[config.mk]
export PLATFORM = sky130hd
export DESIGN_NAME = ofdm_demapper
export DESIGN_NICKNAME = d
export VERILOG_FILES = /design/src/rtl/ofdm_demapper.sv
export SDC_FILE = /design/constraint.sdc
export NUM_CORES = 1
export LEC_CHECK = 0
export CAP_MARGIN = 10
export CORE_MARGIN = 1
export CORE_UTILIZATION = 46
export DETAILED_ROUTE_END_ITERATION = 8
export PLACE_DENSITY = 0.74
export RECOVER_POWER = 50
export SYNTH_ARGS = -nofsm -noshare
export SYNTH_HDL_FRONTEND = slang
export SYNTH_SLANG_ARGS = --single-unit
[constraint.sdc]
create_clock -name clk -period 4.4 [get_ports clk]
set_input_delay 0.88 -clock clk [delete_from_list [all_inputs] [get_ports clk]]
set_output_delay 0.88 -clock clk [all_outputs]
set_load 0.05 [all_outputs]
[src/rtl/ofdm_demapper.sv]
// rtl/ofdm_demapper.sv - QPSK/16-QAM symbol slicer packing hard decisions into bytes behind a small register file
// Optional ERRCNT error statistics enabled by defining OFDM_DEMAP_ERRSTAT_EN.
module ofdm_demapper (
   input  logic       clk,
   input  logic       rst_n,
   input  logic [7:0] ui_in,
   output logic [7:0] uo_out,
   input  logic [3:0] address,
   input  logic       data_write,
   input  logic [7:0] data_in,
   output logic [7:0] data_out
);

   localparam logic [3:0] ADDR_CTRL   = 4'h0;
   localparam logic [3:0] ADDR_STATUS = 4'h1;
   localparam logic [3:0] ADDR_SYMBOL = 4'h2;
   localparam logic [3:0] ADDR_RXBYTE = 4'h3;
   localparam logic [3:0] ADDR_ERRCNT = 4'h4;

   typedef enum logic [1:0] {ST_IDLE, ST_SLICE, ST_PACK} state_t;

   state_t     state_q;
   logic       enable_q;
   logic       scheme_q;
   logic       byte_ready_q;
   logic       overrun_q;
   logic       dropped_q;
   logic [2:0] bit_count_q;
   logic [7:0] acc_q;
   logic [7:0] rxbyte_q;
   logic [7:0] sym_q;
   logic [3:0] bits_q;

   logic       wr_ctrl;
   logic       wr_status;
   logic       wr_symbol;
   logic       busy;
   logic [3:0] slice_bits;
   logic [7:0] pack_acc;
   logic [3:0] pack_sum;
   logic [7:0] errcnt_rd;
   logic       unused_ui;

   assign unused_ui = ^ui_in;
   assign wr_ctrl   = data_write && (address == ADDR_CTRL);
   assign wr_status = data_write && (address == ADDR_STATUS);
   assign wr_symbol = data_write && (address == ADDR_SYMBOL);
   assign busy      = (state_q != ST_IDLE);

   // 16-QAM axis decision: Gray-coded so neighbouring levels differ by one bit
   function automatic logic [1:0] qam_axis(input logic [3:0] v);
      case (v)
         4'h8, 4'h9, 4'hA, 4'hB, 4'hC, 4'hD: qam_axis = 2'b00;
         4'hE, 4'hF:                         qam_axis = 2'b01;
         4'h0, 4'h1:                         qam_axis = 2'b11;
         default:                            qam_axis = 2'b10;
      endcase
   endfunction

   // Hard decision on the latched symbol; QPSK only uses the sign bits
   always_comb begin
      slice_bits = 4'b0000;
      if (scheme_q) begin
         slice_bits = {qam_axis(sym_q[3:0]), qam_axis(sym_q[7:4])};
      end else begin
         slice_bits = {2'b00, sym_q[7], sym_q[3]};
      end
   end

   assign pack_acc = acc_q | ({4'b0000, bits_q} << bit_count_q);
   assign pack_sum = {1'b0, bit_count_q} + (scheme_q ? 4'd4 : 4'd2);

   // Control FSM, accumulator and status flags; later assignments give set priority over W1C
   always_ff @(posedge clk or negedge rst_n) begin
      if (!rst_n) begin
         state_q      <= ST_IDLE;
         enable_q     <= 1'b0;
         scheme_q     <= 1'b0;
         byte_ready_q <= 1'b0;
         overrun_q    <= 1'b0;
         dropped_q    <= 1'b0;
         bit_count_q  <= 3'd0;
         acc_q        <= 8'h00;
         rxbyte_q     <= 8'h00;
         sym_q        <= 8'h00;
         bits_q       <= 4'h0;
      end else begin
         if (wr_status) begin
            if (data_in[0]) byte_ready_q <= 1'b0;
            if (data_in[2]) overrun_q    <= 1'b0;
            if (data_in[3]) dropped_q    <= 1'b0;
         end
         if (wr_ctrl) begin
            enable_q    <= data_in[0];
            scheme_q    <= data_in[1];
            acc_q       <= 8'h00;
            bit_count_q <= 3'd0;
            bits_q      <= 4'h0;
            state_q     <= ST_IDLE;
         end else begin
            if (wr_symbol && enable_q && busy) dropped_q <= 1'b1;
            case (state_q)
               ST_IDLE: begin
                  if (wr_symbol && enable_q) begin
                     sym_q   <= data_in;
                     state_q <= ST_SLICE;
                  end
               end
               ST_SLICE: begin
                  bits_q  <= slice_bits;
                  state_q <= ST_PACK;
               end
               ST_PACK: begin
                  state_q <= ST_IDLE;
                  if (pack_sum[3]) begin
                     acc_q       <= 8'h00;
                     bit_count_q <= 3'd0;
                     if (!byte_ready_q || (wr_status && data_in[0])) begin
                        rxbyte_q     <= pack_acc;
                        byte_ready_q <= 1'b1;
                     end else begin
                        overrun_q <= 1'b1;
                     end
                  end else begin
                     acc_q       <= pack_acc;
                     bit_count_q <= pack_sum[2:0];
                  end
               end
               default: state_q <= ST_IDLE;
            endcase
         end
      end
   end

`ifdef OFDM_DEMAP_ERRSTAT_EN
   logic [7:0] errcnt_q;
   logic       sym_ideal;

   function automatic logic qpsk_ideal(input logic [3:0] v);
      qpsk_ideal = (v == 4'h1) || (v == 4'hF);
   endfunction

   function automatic logic qam_ideal(input logic [3:0] v);
      qam_ideal = (v == 4'h1) || (v == 4'h3) || (v == 4'hF) || (v == 4'hD);
   endfunction

   // A symbol is ideal only when both axes sit exactly on a constellation point
   always_comb begin
      sym_ideal = 1'b0;
      if (scheme_q) sym_ideal = qam_ideal(sym_q[3:0]) && qam_ideal(sym_q[7:4]);
      else          sym_ideal = qpsk_ideal(sym_q[3:0]) && qpsk_ideal(sym_q[7:4]);
   end

   // Saturating count of off-grid symbols, restarted by any CTRL write
   always_ff @(posedge clk or negedge rst_n) begin
      if (!rst_n) begin
         errcnt_q <= 8'h00;
      end else if (wr_ctrl) begin
         errcnt_q <= 8'h00;
      end else if ((state_q == ST_SLICE) && !sym_ideal && (errcnt_q != 8'hFF)) begin
         errcnt_q <= errcnt_q + 8'd1;
      end
   end

   assign errcnt_rd = errcnt_q;
`else
   assign errcnt_rd = 8'h00;
`endif

   // Combinational register readback; unmapped addresses return zero
   always_comb begin
      data_out = 8'h00;
      case (address)
         ADDR_CTRL:   data_out = {6'b000000, scheme_q, enable_q};
         ADDR_STATUS: data_out = {1'b0, bit_count_q, dropped_q, overrun_q, busy, byte_ready_q};
         ADDR_RXBYTE: data_out = rxbyte_q;
         ADDR_ERRCNT: data_out = errcnt_rd;
         default:     data_out = 8'h00;
      endcase
   end

   assign uo_out = {5'b00000, overrun_q, byte_ready_q, 1'b0};

endmodule

==> impl_metrics.json <==
{
  "row_count": 22,
  "setup_violations": 0,
  "initial_core_util": 0.485,
  "cp-start-kind": "primary input",
  "power_density_nw_per_um2": 407,
  "period_minus_slack_ns": 3.79,
  "slew_violations": 36,
  "fin_util": 0.573,
  "final_common_cell": "dfrtp_1",
  "grt-ovfl-total": 0,
  "cts_max_path_buffers": 2,
  "die-area_um2": 4150,
  "antenna_found_initial": 0,
  "arrival_ns": 2.91,
  "grt_pass1_vias": 1259,
  "clockRootBuffer": "clkbuf_8",
  "period_share": 0.862,
  "hpwl_um": 2570,
  "first_pass_iters": 4,
  "p_leak_uw": 0.00100,
  "timing.fmax_mhz": 264,
  "insertion_delay_ns": 0.29,
  "final_critical_path_setup_slack_ns": 0.606,
  "layout_common_cells": "dfrtp_1 (35), clkdlybuf4s50_1 (19), nor2_1 (15), nand2_1 (15), mux2i_1 (12)",
  "violations": "capacitance limit, slew limit",
  "core_region_area_um2": 3690,
  "met3_usage": 0.0625,
  "remaining_drc_errors": 0,
  "synth_cell_types": 40,
  "gr-usage-met2": 0.300,
  "post_drt_wl_per_cell_um": 14.1,
  "grt_max_degree": 36,
  "grt_setup_unrepaired": "no",
  "cts_buffers": 5,
  "crit_fanout": 13,
  "ys_ff_latch": 35,
  "endpoint_kind": "primary output",
  "io_buffers": 23,
  "chipHeight_um": 64.4,
  "grt.busiest_layer": "met2",
  "synthCells": 171,
  "ant_nets": 0,
  "htree_levels": 2,
  "io_pins": 39,
  "area_growth_pct": 18.0,
  "cp-startpoint": "address[1]",
  "die_w_um": 64.4,
  "setup-tns-final_ns": 0,
  "critical_path_class": "primary input to primary output",
  "cts_setup_buffers": 0,
  "drt_iter0_drc": 68,
  "dpl.cell_count": 235,
  "grt_use_total": 0.188,
  "critPathRequiredTime_ns": 3.52,
  "yosys_warnings": 0,
  "max-cap-violations": 1,
  "n_antenna_cell": 0,
  "hold_buffers": 0,
  "total_power_uw": 860,
  "r2r-start": "scheme_q",
  "vias": 1322,
  "cts.sink_count": 35,
  "finalWirelength_um": 3420,
  "gp_congestion": 0.796,
  "syn_area_um2": 1790,
  "use_met1": 0.227,
  "dp_slack_ns": 0.642,
  "hold_violations": 0,
  "cts_tree": "done",
  "clk_pin_slew_worst_paths_ns": 0.06,
  "peakVddDrop_mv": 0.217,
  "hp-start": "acc_q[5]",
  "viasPerCell": 5.44,
  "slew_headroom": -0.214,
  "drive_gt1_frac": 0.108,
  "fin_skew_ns": 0.00788,
  "hp-class": "flip-flop to flip-flop",
  "cts_resized": 0,
  "ys_seq_area_frac": 0.489,
  "fin_nets": 219,
  "stdcell_count": 243,
  "grt_pass1_wl_um": 5730,
  "avgSynthCellArea_um2": 10.5,
  "status": "finished, violations left",
  "tightest_slew_ns": 1.82
}
==> report_power, final <==
group	switching [uW]	total [uW]	internal [uW]	leakage, uW
combinational	98.9	186	87.4	0.000505
clock	108	251	143	0.0000515
sequential	51.3	423	371	0.000446
total	258	860	601	0.00100
==> Yosys cell counts, drive strengths merged <==
master	n	area, um2
dfrtp	35	876
nor2	16	62.6
nand2	15	56.3
mux2i	12	120
buf	10	75.1
mux2	10	124
inv	7	26.3
a21oi	6	30.0
nor2b	6	37.5
o21ai	6	33.8
nor3	5	30.0
a22o	4	35.0
clkbuf	4	15.0
nand3	4	20.0
and3	3	18.8
nand2b	3	18.8
or3	3	18.8
a211oi	2	15.0
a21o	2	15.0
a221oi	2	17.5
a31oi	2	12.5
o211ai	2	15.0
a21boi	1	7.51
and2	1	6.26
conb	1	3.75
fa	1	20.0
ha	1	12.5
nand4	1	6.26
nor4b	1	8.76
o2111ai	1	15.0
o21a	1	7.51
o21bai	1	7.51
or4b	1	13.8
xnor2	1	8.76
==> per-stage QoR <==
| step | hold WS [ns] | cell area [um2] |
|---|---|---|
| floorplan | 0.448 | 1810 |
| detailed placement | 0.482 | 2020 |
| CTS | 0.497 | 2120 |
| global placement | 0.471 | 2020 |
| global route | 0.526 | 2110 |
| finish | 0.496 | 2110 |
==> area by class of cell <==
class | count | area, um2
timing repair buffer | 25 | 241
fill | 321 | 1580
multi-input combinational | 120 | 808
tap | 48 | 60.1
clock buffer | 8 | 100
sequential | 35 | 876
inverter | 7 | 26.3
==> path summary, 6_finish.rpt <==
path,slack [ns],cells past startpoint,endpoint
worst max-delay path,0.61,5,data_out[1]
worst min-delay path,0.50,2,acc_q[5]
worst max register to register,2.10,6,rxbyte_q[1]
worst min register to register,0.50,2,acc_q[5]
max in group asynchronous,1.72,2,bits_q[0]
min in group asynchronous,1.63,2,rxbyte_q[3]
==> state kept, by name, indices dropped and copies added (netlist names) <==
name	flops
state_q	2
dropped_q	1
rxbyte_q	8
acc_q	8
overrun_q	1
sym_q	6
bit_count_q	2
enable_q	1
scheme_q	1
byte_ready_q	1
bits_q	4
==> kinds of logic after synthesis <==
family | after synthesis | share of synthesized area
compound gates | 30 | 0.118
xor+xnor | 1 | 0.00489
fa+ha+maj | 2 | 0.0182
buf+inv | 21 | 0.0650
flops | 35 | 0.489
mux | 22 | 0.136
other cells | 1 | 0.00209
simple gates | 59 | 0.166
==> routing by layer <==
metal / part of all wire / up-vias
li1: - / 632
met1: 0.45 / 646
met2: 0.48 / 38
met3: 0.051 / 6
met4: 0.017 / 0
met5: 0 / -
==> worst max-delay path: stages <==
cell and delay [ns]:
dlygate4sd3_1 0.73, a211oi_1 0.24, a31oi_1 0.07, nor3_1 0.16
clkdlybuf4s50_1 0.82
No activity file was read; power rests on OpenSTA's default activity.
